### src/rtl/mem_req_queue.sv
// mem_req_queue: in-order dual-lane load/store queue feeding two cache ports, holding and replaying on a miss.
// Build option MEMQ_PERF_EN adds saturating counters perf_miss_cnt / perf_dual_cnt.
module mem_req_queue #(
  parameter int DEPTH    = 8,
  parameter int MISS_LAT = 4
) (
  input  logic        clk,
  input  logic        rst_n,
  input  logic        in_valid0,
  input  logic        in_we0,
  input  logic [31:0] in_addr0,
  input  logic [31:0] in_wdata0,
  input  logic [4:0]  in_rd0,
  input  logic        in_valid1,
  input  logic        in_we1,
  input  logic [31:0] in_addr1,
  input  logic [31:0] in_wdata1,
  input  logic [4:0]  in_rd1,
  output logic        in_ready,
  output logic        mem_re0,
  output logic        mem_we0,
  output logic [31:0] mem_addr0,
  output logic [31:0] mem_wdata0,
  input  logic [31:0] mem_rdata0,
  input  logic        mem_hit0,
  input  logic        mem_miss0,
  output logic        mem_re1,
  output logic        mem_we1,
  output logic [31:0] mem_addr1,
  output logic [31:0] mem_wdata1,
  input  logic [31:0] mem_rdata1,
  input  logic        mem_hit1,
  input  logic        mem_miss1,
  output logic        wb_valid0,
  output logic [4:0]  wb_rd0,
  output logic [31:0] wb_data0,
  output logic        wb_valid1,
  output logic [4:0]  wb_rd1,
  output logic [31:0] wb_data1,
  output logic        stall
`ifdef MEMQ_PERF_EN
  ,
  output logic [31:0] perf_miss_cnt,
  output logic [31:0] perf_dual_cnt
`endif
);
  localparam int AW = $clog2(DEPTH);
  localparam logic [1:0] S_IDLE = 2'd0, S_ISSUE = 2'd1, S_REPLAY = 2'd2;
  localparam logic [AW:0] C_RDY = (AW+1)'(DEPTH - 2);
  localparam logic [2:0] C_LAT = 3'(MISS_LAT - 1);
  logic [1:0]    r_state, w_state_nx;
  logic [2:0]    r_lat, w_lat_nx;
  logic [AW:0]   r_head, r_tail, w_count, w_count_nx;
  logic          r_we    [DEPTH];
  logic [31:0]   r_addr  [DEPTH];
  logic [31:0]   r_wdata [DEPTH];
  logic [4:0]    r_rd    [DEPTH];
  logic [AW-1:0] w_h0, w_h1, w_t0, w_t1;
  logic          w_acc0, w_acc1, w_iss, w_conf, w_dual, w_ret0, w_ret1;
  logic [1:0]    w_enq, w_deq;
  assign w_count    = r_tail - r_head;
  assign in_ready   = w_count <= C_RDY;
  assign w_h0       = r_head[AW-1:0];
  assign w_h1       = w_h0 + AW'(1);
  assign w_t0       = r_tail[AW-1:0];
  assign w_acc0     = in_ready && in_valid0;
  assign w_acc1     = in_ready && in_valid1;
  assign w_t1       = w_acc0 ? w_t0 + AW'(1) : w_t0;
  assign w_enq      = {1'b0, w_acc0} + {1'b0, w_acc1};
  assign w_iss      = r_state == S_ISSUE;
  // Same word with a store on either side must not share a cycle, so the younger op waits.
  assign w_conf     = (r_addr[w_h0][31:2] == r_addr[w_h1][31:2]) && (r_we[w_h0] || r_we[w_h1]);
  assign w_dual     = w_iss && (w_count > (AW+1)'(1)) && !w_conf;
  // A simultaneous hit+miss counts as a miss; head+1 may only retire behind the head.
  assign w_ret0     = w_iss && mem_hit0 && !mem_miss0;
  assign w_ret1     = w_ret0 && w_dual && mem_hit1 && !mem_miss1;
  assign w_deq      = {1'b0, w_ret0} + {1'b0, w_ret1};
  assign w_count_nx = w_count + (AW+1)'(w_enq) - (AW+1)'(w_deq);
  assign mem_re0    = w_iss && !r_we[w_h0];
  assign mem_we0    = w_iss && r_we[w_h0];
  assign mem_addr0  = w_iss ? r_addr[w_h0] : '0;
  assign mem_wdata0 = w_iss ? r_wdata[w_h0] : '0;
  assign mem_re1    = w_dual && !r_we[w_h1];
  assign mem_we1    = w_dual && r_we[w_h1];
  assign mem_addr1  = w_dual ? r_addr[w_h1] : '0;
  assign mem_wdata1 = w_dual ? r_wdata[w_h1] : '0;
  assign stall      = r_state == S_REPLAY;
  // Next state: replay lasts exactly MISS_LAT cycles, then the same head is re-presented.
  always_comb begin
    w_state_nx = S_IDLE;
    w_lat_nx   = '0;
    if (r_state == S_IDLE) w_state_nx = (w_enq != 2'd0) ? S_ISSUE : S_IDLE;
    else if (r_state == S_ISSUE) w_state_nx = mem_miss0 ? S_REPLAY : (w_count_nx == '0) ? S_IDLE : S_ISSUE;
    else if (r_state == S_REPLAY) begin
      w_state_nx = (r_lat == C_LAT) ? S_ISSUE : S_REPLAY;
      w_lat_nx   = (r_lat == C_LAT) ? 3'd0 : r_lat + 3'd1;
    end
  end
  // Pointers and FSM; reset discards every queued entry.
  always_ff @(posedge clk or negedge rst_n) begin
    if (!rst_n) begin
      r_state <= S_IDLE;
      r_lat   <= '0;
      r_head  <= '0;
      r_tail  <= '0;
    end else begin
      r_state <= w_state_nx;
      r_lat   <= w_lat_nx;
      r_head  <= r_head + (AW+1)'(w_deq);
      r_tail  <= r_tail + (AW+1)'(w_enq);
    end
  end
  // Entry storage; lane0 lands at tail, lane1 behind it or alone at tail.
  always_ff @(posedge clk) begin
    if (w_acc0) begin
      r_we[w_t0]    <= in_we0;
      r_addr[w_t0]  <= in_addr0;
      r_wdata[w_t0] <= in_wdata0;
      r_rd[w_t0]    <= in_rd0;
    end
    if (w_acc1) begin
      r_we[w_t1]    <= in_we1;
      r_addr[w_t1]  <= in_addr1;
      r_wdata[w_t1] <= in_wdata1;
      r_rd[w_t1]    <= in_rd1;
    end
  end
  // One-cycle load writeback in lane order; retired stores stay silent.
  always_ff @(posedge clk or negedge rst_n) begin
    if (!rst_n) begin
      wb_valid0 <= 1'b0;
      wb_rd0    <= '0;
      wb_data0  <= '0;
      wb_valid1 <= 1'b0;
      wb_rd1    <= '0;
      wb_data1  <= '0;
    end else begin
      wb_valid0 <= w_ret0 && !r_we[w_h0];
      wb_rd0    <= (w_ret0 && !r_we[w_h0]) ? r_rd[w_h0] : '0;
      wb_data0  <= (w_ret0 && !r_we[w_h0]) ? mem_rdata0 : '0;
      wb_valid1 <= w_ret1 && !r_we[w_h1];
      wb_rd1    <= (w_ret1 && !r_we[w_h1]) ? r_rd[w_h1] : '0;
      wb_data1  <= (w_ret1 && !r_we[w_h1]) ? mem_rdata1 : '0;
    end
  end
`ifdef MEMQ_PERF_EN
  // Saturating event counters: port0 misses and dual-retire cycles.
  always_ff @(posedge clk or negedge rst_n) begin
    if (!rst_n) begin
      perf_miss_cnt <= '0;
      perf_dual_cnt <= '0;
    end else begin
      if (w_iss && mem_miss0 && perf_miss_cnt != '1) perf_miss_cnt <= perf_miss_cnt + 32'd1;
      if (w_ret1 && perf_dual_cnt != '1) perf_dual_cnt <= perf_dual_cnt + 32'd1;
    end
  end
`endif
endmodule
### config.mk
export PLATFORM = sky130hd
export DESIGN_NAME = mem_req_queue
export DESIGN_NICKNAME = d
export VERILOG_FILES = /design/src/rtl/mem_req_queue.sv
export SDC_FILE = /design/constraint.sdc
export NUM_CORES = 1
export LEC_CHECK = 0
export CORE_MARGIN = 4
export CORE_UTILIZATION = 60
export DETAILED_ROUTE_END_ITERATION = 12
export DONT_BUFFER_PORTS = 1
export GPL_ROUTABILITY_DRIVEN = 0
export GPL_TIMING_DRIVEN = 0
export PLACE_DENSITY = 0.79
export SYNTH_ARGS = -nofsm -noshare
export SYNTH_HDL_FRONTEND = slang
export SYNTH_SLANG_ARGS = --single-unit
export TNS_END_PERCENT = 1
### constraint.sdc
create_clock -name clk -period 15.3 [get_ports clk]
set_clock_uncertainty 0.05 [all_clocks]
set_input_delay 3.06 -clock clk [delete_from_list [all_inputs] [get_ports clk]]
set_output_delay 3.06 -clock clk [all_outputs]
set_load 0.05 [all_outputs]
==> flow_summary.yaml <==
worst_setup_path:
  endpoint_kind: "primary output"
  path_max_fanout: 10
  crit_required_ns: 12.19
  worstSetupPathType: "register to primary output"
  cp.arrival_ns: 7.73
  cp-start-kind: "register"
floorplanning:
  fp.dieH_um: 258
  num_rows: 91
  dieArea_um2: 66500
  coreArea_um2: 61700
  start_util: 0.607
  die_x_um: 258
  num_io_pins: 422
layout:
  fill_cells: 4217
  nets: 2762
  ff_latch_area_um2: 19000
  area_growth_pct: 11.7
  multi_input_area_um2: 17800
  final_common_cell: "mux2_2"
  final_cell_mix: "mux2_2 (564), edfxtp_1 (560), mux4_2 (294)"
  layout.cells.non_filler: 3416
  drive_above_1_share: 0.435
clock_tree:
  postCtsSetupRepairBufs: 0
  clock_sinks: 649
  clk_pin_slew_ns: 0.06
  h-tree-depth: 3
  root_buffer: "clkbuf_16"
  clkLatencyLatePin_ns: 0.62
  cts_inserted_buffers: 70
  cts-hold-fix-buffers: 0
  cts_resized: 0
  cts_max_path_buffers: 3
  cts_tree: "done"
logic_synthesis:
  synth-edff-count: 560
  synthFlopType: "edfxtp_1"
  netlist_area_um2: 37500
  syn_avg_cell_area_um2: 15.5
  yosysWarnings: 0
  synth_seq_cells: 649
  synth_cell_types: 54
  synth_fp_nets: 2656
  seq_area_frac_synth: 0.508
  synthCells: 2420
  async_reset_ff_frac: 0.137
run_status:
  run_status: "finished, violations left"
  violations: "max-capacitance violations"
grt:
  grt_max_degree: 90
  track_usage: 0.374
  grt_pass1_wl_mm: 180
  antenna_found_initial: 1
  overflow: 0
  grt_pass1_vias: 26134
timing:
  rsz0062_at_grt: "false"
  finalCritPeriodShare: 0.709
  period_minus_slack_ns: 10.84
  finalHoldViolCount: 0
  slew_headroom: 0.00230
  max_freq_ghz: 0.0922
  worst_slew_pin_slew_ns: 1.48
  drv_slew: 0
  setup_viol_count_final: 0
job:
  cap_violations: 2
routing:
  vias: 25415
  drt-pass1-iter-count: 7
  post-route-drc-count: 0
  vias_per_cell: 7.44
  drtIter0Drc: 3767
  wl_per_cell_um: 36.9
  routed_wl_mm: 126
  ant_nets: 0
placed_design:
  hpwl_mm: 87.9
  dpl.cell_count: 3291
  port_buffers: 0
worst_hold_path:
  holdCritPathClass: "register to register"
==> Yosys cell counts (all sizes together), types with 7 or more instances <==
master  number  area [µm²]
nor3        72         360
edfxtp     560       16800
inv         24        90.1
nor3b       14         105
ha          19         238
xnor2       38         333
nand4       21         131
a21oi       62         310
nor4         7        58.8
buf        109         557
mux4       294        6620
mux2       564        6350
and2         8        50.1
dfrtp       89        2230
nor2b       12        75.1
nor2        60         225
nand2      139         522
and3        35         219
clkbuf      89         334
xor2        37         324
o21ai       10        50.0
mux2i       91         911
==> worst max-delay path: stages, from the launching register on <==
cell and delay, ns:
dfrtp_1 0.45, buf_2 0.43, buf_2 0.48, buf_2 0.44, buf_2 0.50, buf_1 0.88
inv_1 0.21, ha_1 0.34, nor2b_1 0.13, o21a_1 0.17, o21ai_0 0.28, nand2_1 0.14
ha_1 0.22, a21o_1 0.17, buf_1 0.41, clkbuf_1 0.51, nor3_1 1.27
==> registers in the layout, summed over array words and instances (netlist names) <==
| name | flops |
|---|---|
| r_we | 8 |
| wb_valid0 | 1 |
| r_addr | 256 |
| r_lat | 3 |
| r_head | 4 |
| wb_data0 | 32 |
| wb_valid1 | 1 |
| wb_rd1 | 5 |
| wb_rd0 | 5 |
| wb_data1 | 32 |
| r_tail | 4 |
| r_wdata | 256 |
| r_state | 2 |
| r_rd | 40 |
==> metrics by stage <==
step                      setup WS (ns)  hold WS, ns   util  area (µm²)  setup TNS, ns
final                              4.46        0.414  0.678       41900              0
after global routing               4.23        0.445  0.678       41800              0
after CTS                          4.59        0.418  0.678       41800              0
after detailed placement           5.25        0.409  0.640       39500              0
after global placement            -3.07        0.377  0.624       38500        -771.63
after floorplan                    4.86        0.365      -       37500              0
==> routing by layer <==
metal	global-route usage	routed length (µm)	share of wire
met5	0	0	0
met4	0.201	8510	0.068
met3	0.123	16900	0.13
met2	0.590	58900	0.47
met1	0.464	41600	0.33
==> cell type report <==
class / instances / area share
flip-flops and latches: 649 / 0.455
multi-input cells: 1549 / 0.424
clock buffers: 97 / 0.0481
well taps: 837 / 0.0250
plain buffers: 198 / 0.0213
repair buffers: 34 / 0.0164
clock inverters: 26 / 0.00768
inverters: 24 / 0.00215
diodes: 2 / 0.000120
==> final timing paths <==
| check | start | depth (start not counted) | to | slack (ns) |
|---|---|---|---|---|
| max | r_head[1] | 16 | mem_addr1[4] | 4.46 |
| min | r_lat[0] | 1 | r_lat[0] | 0.41 |
| max reg2reg | r_head[1] | 25 | r_addr[0][30] | 6.21 |
| min reg2reg | r_lat[0] | 1 | r_lat[0] | 0.41 |
| max in group asynchronous | rst_n | 0 | wb_data1[18] | 12.96 |
| min in group asynchronous | rst_n | 0 | wb_rd0[4] | 2.09 |
==> logic make-up after synthesis <==
family,share of synthesized area
muxes,0.371
adders and majority gates,0.00902
AOI/OAI and AO/OA,0.0197
buffers and inverters,0.0262
DFF,0.508
xor gates and xnor gates,0.0175
and+or+nand+nor,0.0488
Power is not shown: default switching activity piles up to over one toggle a cycle in this logic, so the estimate is an artifact.
